$ cat src/rtl/divu_seq_pkg.sv
// Shared types and sizing helpers for the sequential unsigned divider.
package divu_seq_pkg;

  // Two-state controller: IDLE waits for start, CALC resolves one quotient bit per edge.
  typedef enum logic {
    StIdle = 1'b0,
    StCalc = 1'b1
  } state_e;

  // Iteration counter must hold the value WIDTH itself.
  function automatic int unsigned cnt_width(input int unsigned width);
    return $clog2(width + 1);
  endfunction

endpackage

$ cat src/rtl/divu_sub_stage.sv
// Combinational ripple-carry subtractor: diff = a - b computed as a + ~b + 1.
module divu_sub_stage #(
  parameter int unsigned WIDTH = 9
) (
  input  logic [WIDTH-1:0] a,
  input  logic [WIDTH-1:0] b,
  output logic [WIDTH-1:0] diff,
  output logic             no_borrow
);

  logic [WIDTH-1:0] b_n;

  assign b_n = ~b;

  // Single carry variable rippled bit by bit; carry-out of 1 means a >= b.
  always_comb begin
    logic c;
    diff = '0;
    c    = 1'b1;
    for (int i = 0; i < WIDTH; i++) begin
      diff[i] = a[i] ^ b_n[i] ^ c;
      c       = (a[i] & b_n[i]) | (c & (a[i] ^ b_n[i]));
    end
    no_borrow = c;
  end

endmodule

$ cat src/rtl/divu_seq.sv
// Sequential unsigned restoring divider, one quotient bit per clock, start/done handshake.
module divu_seq
  import divu_seq_pkg::*;
#(
  parameter int unsigned WIDTH = 8
) (
  input  logic             clk,
  input  logic             rst_n,
  input  logic             start,
  input  logic [WIDTH-1:0] dividend,
  input  logic [WIDTH-1:0] divisor,
  output logic             busy,
  output logic             done,
  output logic [WIDTH-1:0] quotient,
  output logic [WIDTH-1:0] remainder,
  output logic             div_by_zero
);

  localparam int unsigned CNT_W = cnt_width(WIDTH);

  state_e           state_q, state_d;
  logic [CNT_W-1:0] cnt_q, cnt_d;
  logic [WIDTH-1:0] dvd_q, dvd_d;
  logic [WIDTH-1:0] dvs_q, dvs_d;
  logic [WIDTH:0]   rem_q, rem_d;
  logic [WIDTH-1:0] quo_q, quo_d;
  logic [WIDTH-1:0] quot_out_q, quot_out_d;
  logic [WIDTH-1:0] rem_out_q, rem_out_d;
  logic             dbz_q, dbz_d;
  logic             done_q, done_d;

  logic [WIDTH:0]   shifted;
  logic [WIDTH:0]   trial;
  logic             no_borrow;

  // Partial remainder stays below divisor, so the shift never loses its top bit.
  assign shifted = {rem_q[WIDTH-1:0], dvd_q[WIDTH-1]};

  divu_sub_stage #(
    .WIDTH(WIDTH + 1)
  ) u_sub (
    .a        (shifted),
    .b        ({1'b0, dvs_q}),
    .diff     (trial),
    .no_borrow(no_borrow)
  );

  always_comb begin
    state_d    = state_q;
    cnt_d      = cnt_q;
    dvd_d      = dvd_q;
    dvs_d      = dvs_q;
    rem_d      = rem_q;
    quo_d      = quo_q;
    quot_out_d = quot_out_q;
    rem_out_d  = rem_out_q;
    dbz_d      = dbz_q;
    done_d     = 1'b0;

    unique case (state_q)
      StIdle: begin
        if (start) begin
          state_d = StCalc;
          cnt_d   = CNT_W'(WIDTH);
          dvd_d   = dividend;
          dvs_d   = divisor;
          rem_d   = '0;
          quo_d   = '0;
        end
      end
      StCalc: begin
        if (dvs_q == '0) begin
          // Zero divisor: finish after one cycle with the all-ones quotient convention.
          state_d    = StIdle;
          cnt_d      = '0;
          quot_out_d = '1;
          rem_out_d  = dvd_q;
          dbz_d      = 1'b1;
          done_d     = 1'b1;
        end else begin
          rem_d = no_borrow ? trial : shifted;
          dvd_d = dvd_q << 1;
          quo_d = {quo_q[WIDTH-2:0], no_borrow};
          cnt_d = cnt_q - CNT_W'(1);
          if (cnt_q == CNT_W'(1)) begin
            state_d    = StIdle;
            quot_out_d = {quo_q[WIDTH-2:0], no_borrow};
            rem_out_d  = no_borrow ? trial[WIDTH-1:0] : shifted[WIDTH-1:0];
            dbz_d      = 1'b0;
            done_d     = 1'b1;
          end
        end
      end
      default: state_d = StIdle;
    endcase
  end

  always_ff @(posedge clk or negedge rst_n) begin
    if (!rst_n) begin
      state_q    <= StIdle;
      cnt_q      <= '0;
      dvd_q      <= '0;
      dvs_q      <= '0;
      rem_q      <= '0;
      quo_q      <= '0;
      quot_out_q <= '0;
      rem_out_q  <= '0;
      dbz_q      <= 1'b0;
      done_q     <= 1'b0;
    end else begin
      state_q    <= state_d;
      cnt_q      <= cnt_d;
      dvd_q      <= dvd_d;
      dvs_q      <= dvs_d;
      rem_q      <= rem_d;
      quo_q      <= quo_d;
      quot_out_q <= quot_out_d;
      rem_out_q  <= rem_out_d;
      dbz_q      <= dbz_d;
      done_q     <= done_d;
    end
  end

  assign busy        = (state_q == StCalc);
  assign done        = done_q;
  assign quotient    = quot_out_q;
  assign remainder   = rem_out_q;
  assign div_by_zero = dbz_q;

endmodule
$ cat config.mk
export PLATFORM = sky130hd
export DESIGN_NAME = divu_seq
export DESIGN_NICKNAME = d
export VERILOG_FILES = /design/src/rtl/divu_seq_pkg.sv /design/src/rtl/divu_sub_stage.sv /design/src/rtl/divu_seq.sv
export SDC_FILE = /design/constraint.sdc
export NUM_CORES = 1
export LEC_CHECK = 0
export ABC_AREA = 1
export CAP_MARGIN = 20
export CORE_ASPECT_RATIO = 0.9
export CORE_MARGIN = 2
export CORE_UTILIZATION = 59
export CTS_CLUSTER_DIAMETER = 200
export DETAILED_ROUTE_END_ITERATION = 8
export GPL_ROUTABILITY_DRIVEN = 1
export GPL_TIMING_DRIVEN = 0
export HOLD_SLACK_MARGIN = 0.08
export PLACE_DENSITY = 0.84
export SETUP_SLACK_MARGIN = 0.1
export SYNTH_ARGS = -nofsm -noshare
export SYNTH_HDL_FRONTEND = slang
export SYNTH_SLANG_ARGS = --single-unit
$ cat constraint.sdc
create_clock -name clk -period 6.3 [get_ports clk]
set_input_delay 0.945 -clock clk [delete_from_list [all_inputs] [get_ports clk]]
set_output_delay 0.945 -clock clk [all_outputs]
set_load 0.01 [all_outputs]
Word level (Yosys, flattened, before mapping)

Cells that the tools add are included.

Register bits after elaboration: 54
Logic and storage cells: 91
Output and inout port bits: 19
Bits of input ports: 19

Add/subtract/negate cells: 1
Mux-type cells: 27
Bitwise logic cells: 45
Equal/unequal tests: 3
Reduce and logical (&&, ||, !) cells: 5

Operators by type and width:

| operator            | count |
|---|---|
| $mux 8              | 10 |
| $pmux 8 s2          | 2 |
| $and 1x1->1         | 17 |
| $xor 1x1->1         | 16 |
| $mux 7              | 2 |
| $pmux 7 s2          | 1 |
| $not 8->9           | 1 |
| $or 1x1->1          | 9 |
| $logic_not 8->1     | 1 |
| $mux 1              | 8 |
| $mux 4              | 2 |
| $pmux 4 s2          | 1 |
| $reduce_and 2->1    | 3 |
| $eq 4x1->1 const B  | 1 |
| $ne 2x2->1 const B  | 2 |
| $sub 4x1->4 const B | 1 |
| $not 1->1           | 2 |
| $pmux 1 s2          | 1 |
| $reduce_bool 2->1   | 1 |

Logic depth before layout (Yosys ltp)

Word-level depth: 22
Mapped depth: 20
Mapped depth without buffers: 19

By module

A second synthesis with hierarchy kept.

Cells, all modules: 343
Area total of the unflattened synthesis: 2864.0 um^2

By module, submodules not included:

| module         | area each (um^2) | instances | cells an instance |
|---|---|---|---|
| divu_seq       | 2620.0           | 1         | 315 |
| divu_sub_stage | 244.0            | 1         | 28 |

Least setup slack after synthesis

Ideal clock, no wire load.

Path type: flip-flop to flip-flop
Start point: register dvd_q[7]
End point: register rem_out_q[1], in the netlist remainder[1]
Setup slack: 2388 ps
Stages on the path, launching flop included: 21
Required time: 6234 ps
Arrival: 3847 ps
Clock period less this slack: 3912 ps
Buffers on the path: 1
Path through: dfrtp_1 inv_1 ha_1 inv_1 fa_1 fa_1 fa_1 fa_1 inv_1 fa_1 inv_1 fa_1 fa_1 clkbuf_1 nor2_2 nand2_1 nand2_1 o21ai_0 nand2_1 nand2_1 nand2_1

Longest elaborated chain between the ends: 21
Elaborated cells between the ends (all ways): 23

Ends and longest elaborated chain:

| what                                       | line                 | RTL |
|---|---|---|
| from (decl)                                | divu_seq.sv:23       | `logic [WIDTH-1:0] dvd_q, dvd_d;` |
| from (signal assigned)                     | divu_seq.sv:113      | `dvd_q <= dvd_d;` |
| $and 1x1->1 or $xor 1x1->1 (tied branches) | divu_sub_stage.sv:22 | `c = (a[i] & b_n[i]) \| (c & (a[i] ^ b_n[i]));` |
| $or 1x1->1 *                               | divu_sub_stage.sv:22 |  |
| $and 1x1->1                                | divu_sub_stage.sv:22 |  |
| $or 1x1->1                                 | divu_sub_stage.sv:22 |  |
| $and 1x1->1                                | divu_sub_stage.sv:22 |  |
| $or 1x1->1                                 | divu_sub_stage.sv:22 |  |
| $and 1x1->1                                | divu_sub_stage.sv:22 |  |
| $or 1x1->1                                 | divu_sub_stage.sv:22 |  |
| [5 not listed]                             | n/a                  |  |
| $or 1x1->1                                 | divu_sub_stage.sv:22 |  |
| $and 1x1->1                                | divu_sub_stage.sv:22 |  |
| $or 1x1->1                                 | divu_sub_stage.sv:22 |  |
| $and 1x1->1                                | divu_sub_stage.sv:22 |  |
| $or 1x1->1                                 | divu_sub_stage.sv:22 |  |
| $mux 8 *                                   | divu_seq.sv:88       | `rem_out_d = no_borrow ? trial[WIDTH-1:0] : shifted[WIDTH-1:0];` |
| $mux 8 *                                   | divu_seq.sv:85       | `if (cnt_q == CNT_W'(1)) begin` |
| $mux 8 *                                   | divu_seq.sv:72       | `if (dvs_q == '0) begin` |
| to (signal assigned)                       | divu_seq.sv:118      | `rem_out_q <= rem_out_d;` |
| to (decl)                                  | divu_seq.sv:28       | `logic [WIDTH-1:0] rem_out_q, rem_out_d;` |

Every way passes the cells marked *; elsewhere a longest branch is shown, timed or not. The select of a mux whose other input is x is not followed.
A chain may end at the register's enable or synchronous reset.

Worst setup path in the final report

Start point: register dvd_q[7]
End point: register rem_out_q[4], in the netlist remainder[4]

Longest elaborated chain between the ends: 21
Elaborated cells between the ends (all ways): 23

Ends and longest elaborated chain:

| what                                       | line |
|---|---|
| $and 1x1->1 or $xor 1x1->1 (tied branches) | divu_sub_stage.sv:22 |
| $or 1x1->1 *                               | divu_sub_stage.sv:22 |
| $and 1x1->1 *                              | divu_sub_stage.sv:22 |
| $or 1x1->1 *                               | divu_sub_stage.sv:22 |
| $and 1x1->1 *                              | divu_sub_stage.sv:22 |
| $or 1x1->1 *                               | divu_sub_stage.sv:22 |
| $and 1x1->1 *                              | divu_sub_stage.sv:22 |
| $or 1x1->1 *                               | divu_sub_stage.sv:22 |
| [5 not listed]                             | n/a |
| $or 1x1->1                                 | divu_sub_stage.sv:22 |
| $and 1x1->1                                | divu_sub_stage.sv:22 |
| $or 1x1->1                                 | divu_sub_stage.sv:22 |
| $and 1x1->1                                | divu_sub_stage.sv:22 |
| $or 1x1->1                                 | divu_sub_stage.sv:22 |
| $mux 8 *                                   | divu_seq.sv:88 |
| $mux 8 *                                   | divu_seq.sv:85 |
| $mux 8 *                                   | divu_seq.sv:72 |

Marks and branches as above.

==> metrics.md <==
| Metric | Value |
|---|---|
| Outcome | `finished clean` |
| Final period util | `roughly 73%` |
| Seq/Total Area, Yosys | `around 48%` |
| Die X | `76.85 um` |
| Critical path cell sequence | `inv_1, ha_1, inv_1, fa_1, fa_1, fa_1, fa_1, inv_1, fa_1, inv_1, fa_1, fa_1, clkbuf_1, nor2_2, nand2_1, nand2_1, o21ai_0, nand2_1, nand2_1, nand2_1` |
| DRT Wirelength | `6447 um` |
| Worst skew pair latency | `320 ps` |
| Fin nets | `418` |
| Yosys top cell area share | `between 40 and 50%` |
| Avg Cell Area, Syn | `just over 8 um^2` |
| Post-Syn Nets | `373` |
| HPWL after DPL | `between 4000 and 5000 um` |
| Antenna violations before repair | `0` |
| Worst path max stage delay | `460 ps` |
| Top post-synthesis cells by area | `dfrtp_1 (48%), nand2_1 (19%), nand3_1 (7.3%)` |
| Postcts setup bufs | `0` |
| IO Pins | `38` |
| Mapped Area | `roughly 2800 um^2` |
| Slew headroom | `59.49%` |
| RSZ-0062 raised after global routing | `false` |
| CP endpoint kind | `flop` |
| Vias/cell | `about 5.3` |
| Commonest non-fill, non-tap cells in the layout | `nand2_1 (144), dfrtp_1 (54), nand3_1 (41), clkdlybuf4s50_1 (36), inv_1 (26)` |
| Netlist cell types | `25` |
| Die Area | `5345 um^2` |
| Final setup margin | `~1700 ps` |
| Largest net degree at the start of global routing | `30` |
| First-pass GRT wire length | `11330 um` |
| Post-synth top area cell | `dfrtp_1` |
| Post-place setup slack | `1826 ps` |
| Drt pass-1 iters | `4` |
| RePlAce Congestion | `0.8803` |
| Most frequent CP cell | `fa_1` |
| Buffers on Ports | `37` |
| CP arrival | `4860 ps` |
| Top delay family on crit path | `adder cells` |
| Final Setup Violations | `0` |
| Min-delay worst type | `reg -> reg` |
| Vias in the first global route | `2303` |
| Critical path peak fanout | `10` |
| Starting density of the core | `62.36%` |
| CTS Hold Bufs | `0` |
| Post-route antenna net violation count | `0` |
| Post-Syn Instances | `around 340` |
| Site Rows | `23` |
| Worst-Margin Slew | `607.6 ps` |
| Drt initial violations | `135` |
| Min Tclk post-route | `~4600 ps` |
| GRT overflow | `0` |
| FMAX | `217.5 MHz` |
| Post-CTS Resized | `0` |
| Power Density | `520.5 nW/um^2` |
| Yosys reg bits | `54` |
| DIE HEIGHT | `69.56 um` |
| Buf/Inv on CP | `5` |
| CP Class | `reg -> reg` |
| Gr usage total | `between 20% and 30%` |
| Layout cells sized above 1 | `9.231%` |
| CTS H-Tree Depth | `2` |
| CTS Buffer Depth | `2` |
| Final Hold Viols | `0` |
| Layout area overhead | `19.94%` |
| # fillers | `between 300 and 400` |
| Core box area | `4518 um^2` |
| Setup Skew | `6.338 ps` |
| Leak | `approximately 1.8 nW` |
| Drt drc | `0` |
| Commonest non-fill, non-tap cell in the layout | `nand2_1` |
| CTS tree | `done` |
| Routed WL per cell | `roughly 14 um` |
| Clock tree sinks | `54` |
| Max cap viols | `0` |
| CTS Buf Count | `5` |
| Startpoint types | `flop` |
| Setup TNS | `0 ps` |
| Maximum VDD drop | `approximately 270 uV` |
| Worst EP required | `6560 ps` |
| N_diodes | `0` |
| Via count | `2408` |
| Worst path slowest cell | `dfrtp_1` |
| Max Slew Vio Count | `0` |
| Reg clk slew, reported paths | `100 ps` |
| CTS Root Cell | `clkbuf_8` |
| Yosys Warn Count | `0` |
through the flow:
| step | utilization [%] | cell area (um^2) | std cells | total power [W] | hold WS (ps) |
|---|---|---|---|---|---|
| finish | 74.80 | 3379 | 452 | 0.001759 | 490.3 |
| global route | 74.80 | 3379 | 452 | 0.001924 | 542.9 |
| CTS | 74.80 | 3379 | 452 | 0.001750 | 497.9 |
| detailed placement | 72.61 | 3281 | 444 | 0.001538 | 473.2 |
| global placement | 72.28 | 3266 | 443 | 0.001489 | 466.0 |
| floorplan | - | 2818 | 344 | 0.001227 | 468.7 |
kinds of logic after synthesis:
logic type      share of synthesized area (%)
buf+inv                                 7.281
flops                                   47.96
xor+xnor                               0.3109
simple gates                            31.71
mux                                    0.7992
compound gates                          5.640
fa+ha+maj                               6.305
state kept, by name, summed over array words and instances (netlist names):
signal	count
busy	1
cnt_q	4
div_by_zero	1
done	1
dvd_q	8
dvs_q	8
quo_q	7
quotient	8
rem_q	8
remainder	8
power breakdown:
part	switching [W]	total, W	internal [W]
registers	0.000114	0.000616	0.000502
clock network	0.000119	0.000209	0.0000907
logic	0.000553	0.000934	0.000381
total	0.000786	0.00176	0.000973
worst register-to-register path: stages, from the launching register on:
cell,delay [ps]
dfrtp_1,460
inv_1,100
ha_1,140
inv_1,40
fa_1,380
fa_1,400
fa_1,420
fa_1,370
inv_1,70
fa_1,160
inv_1,50
fa_1,400
fa_1,390
clkbuf_1,230
nor2_2,420
nand2_1,90
nand2_1,90
o21ai_0,130
nand2_1,110
nand2_1,60
nand2_1,50
final cells by class:
type                            instances  area, um^2  share of cell area [%]
Sequential cell                        54        1351                   39.99
Multi-Input combinational cell        248        1261                   37.32
Timing Repair Buffer                   38       385.4                   11.40
Buffer                                 15       103.9                   3.073
Inverter                               27       101.3                   2.999
Clock buffer                            6       82.58                   2.444
Tap cell                               62       77.57                   2.295
Clock inverter                          2       16.27                  0.4813
cell usage after synthesis:
library cell and count:
buf_8 1, buf_1 1, nand2_1 144, inv_2 1, xnor2_1 1, nor2_2 5
nand4_1 1, nand3_1 41, o21ai_4 1, nand4_2 1, dfrtp_1 54, clkbuf_1 4
a21oi_1 6, nand2_4 4, inv_1 26, mux2_2 2, ha_1 3, buf_2 5
o21ai_0 18, nor2_4 2, o21ai_1 2, o22ai_1 2, buf_6 4, nor2_1 8
fa_1 7
layer usage:
layer | track usage (%) | vias to the layer above | part of all wire, %
met1 | 39.28 | 1130 | 46
met5 | 0 | - | 0
met3 | 6.641 | 6 | 7.6
met2 | 39.86 | 100 | 46
met4 | 8.485 | 0 | 0.85
li1 | - | 1172 | -
path summary, 6_finish.rpt:
path                       cells past startpoint            to  slack, ps   startpoint
max                                           20  remainder[4]       1700     dvd_q[7]
min                                            2   div_by_zero        490  div_by_zero
max reg2reg                                   20  remainder[4]       1700     dvd_q[7]
min reg2reg                                    2   div_by_zero        490  div_by_zero
max in group asynchronous                      2   quotient[1]       5110        rst_n
min in group asynchronous                      1      dvs_q[5]        630        rst_n
No activity file was read; power rests on OpenSTA's default activity.
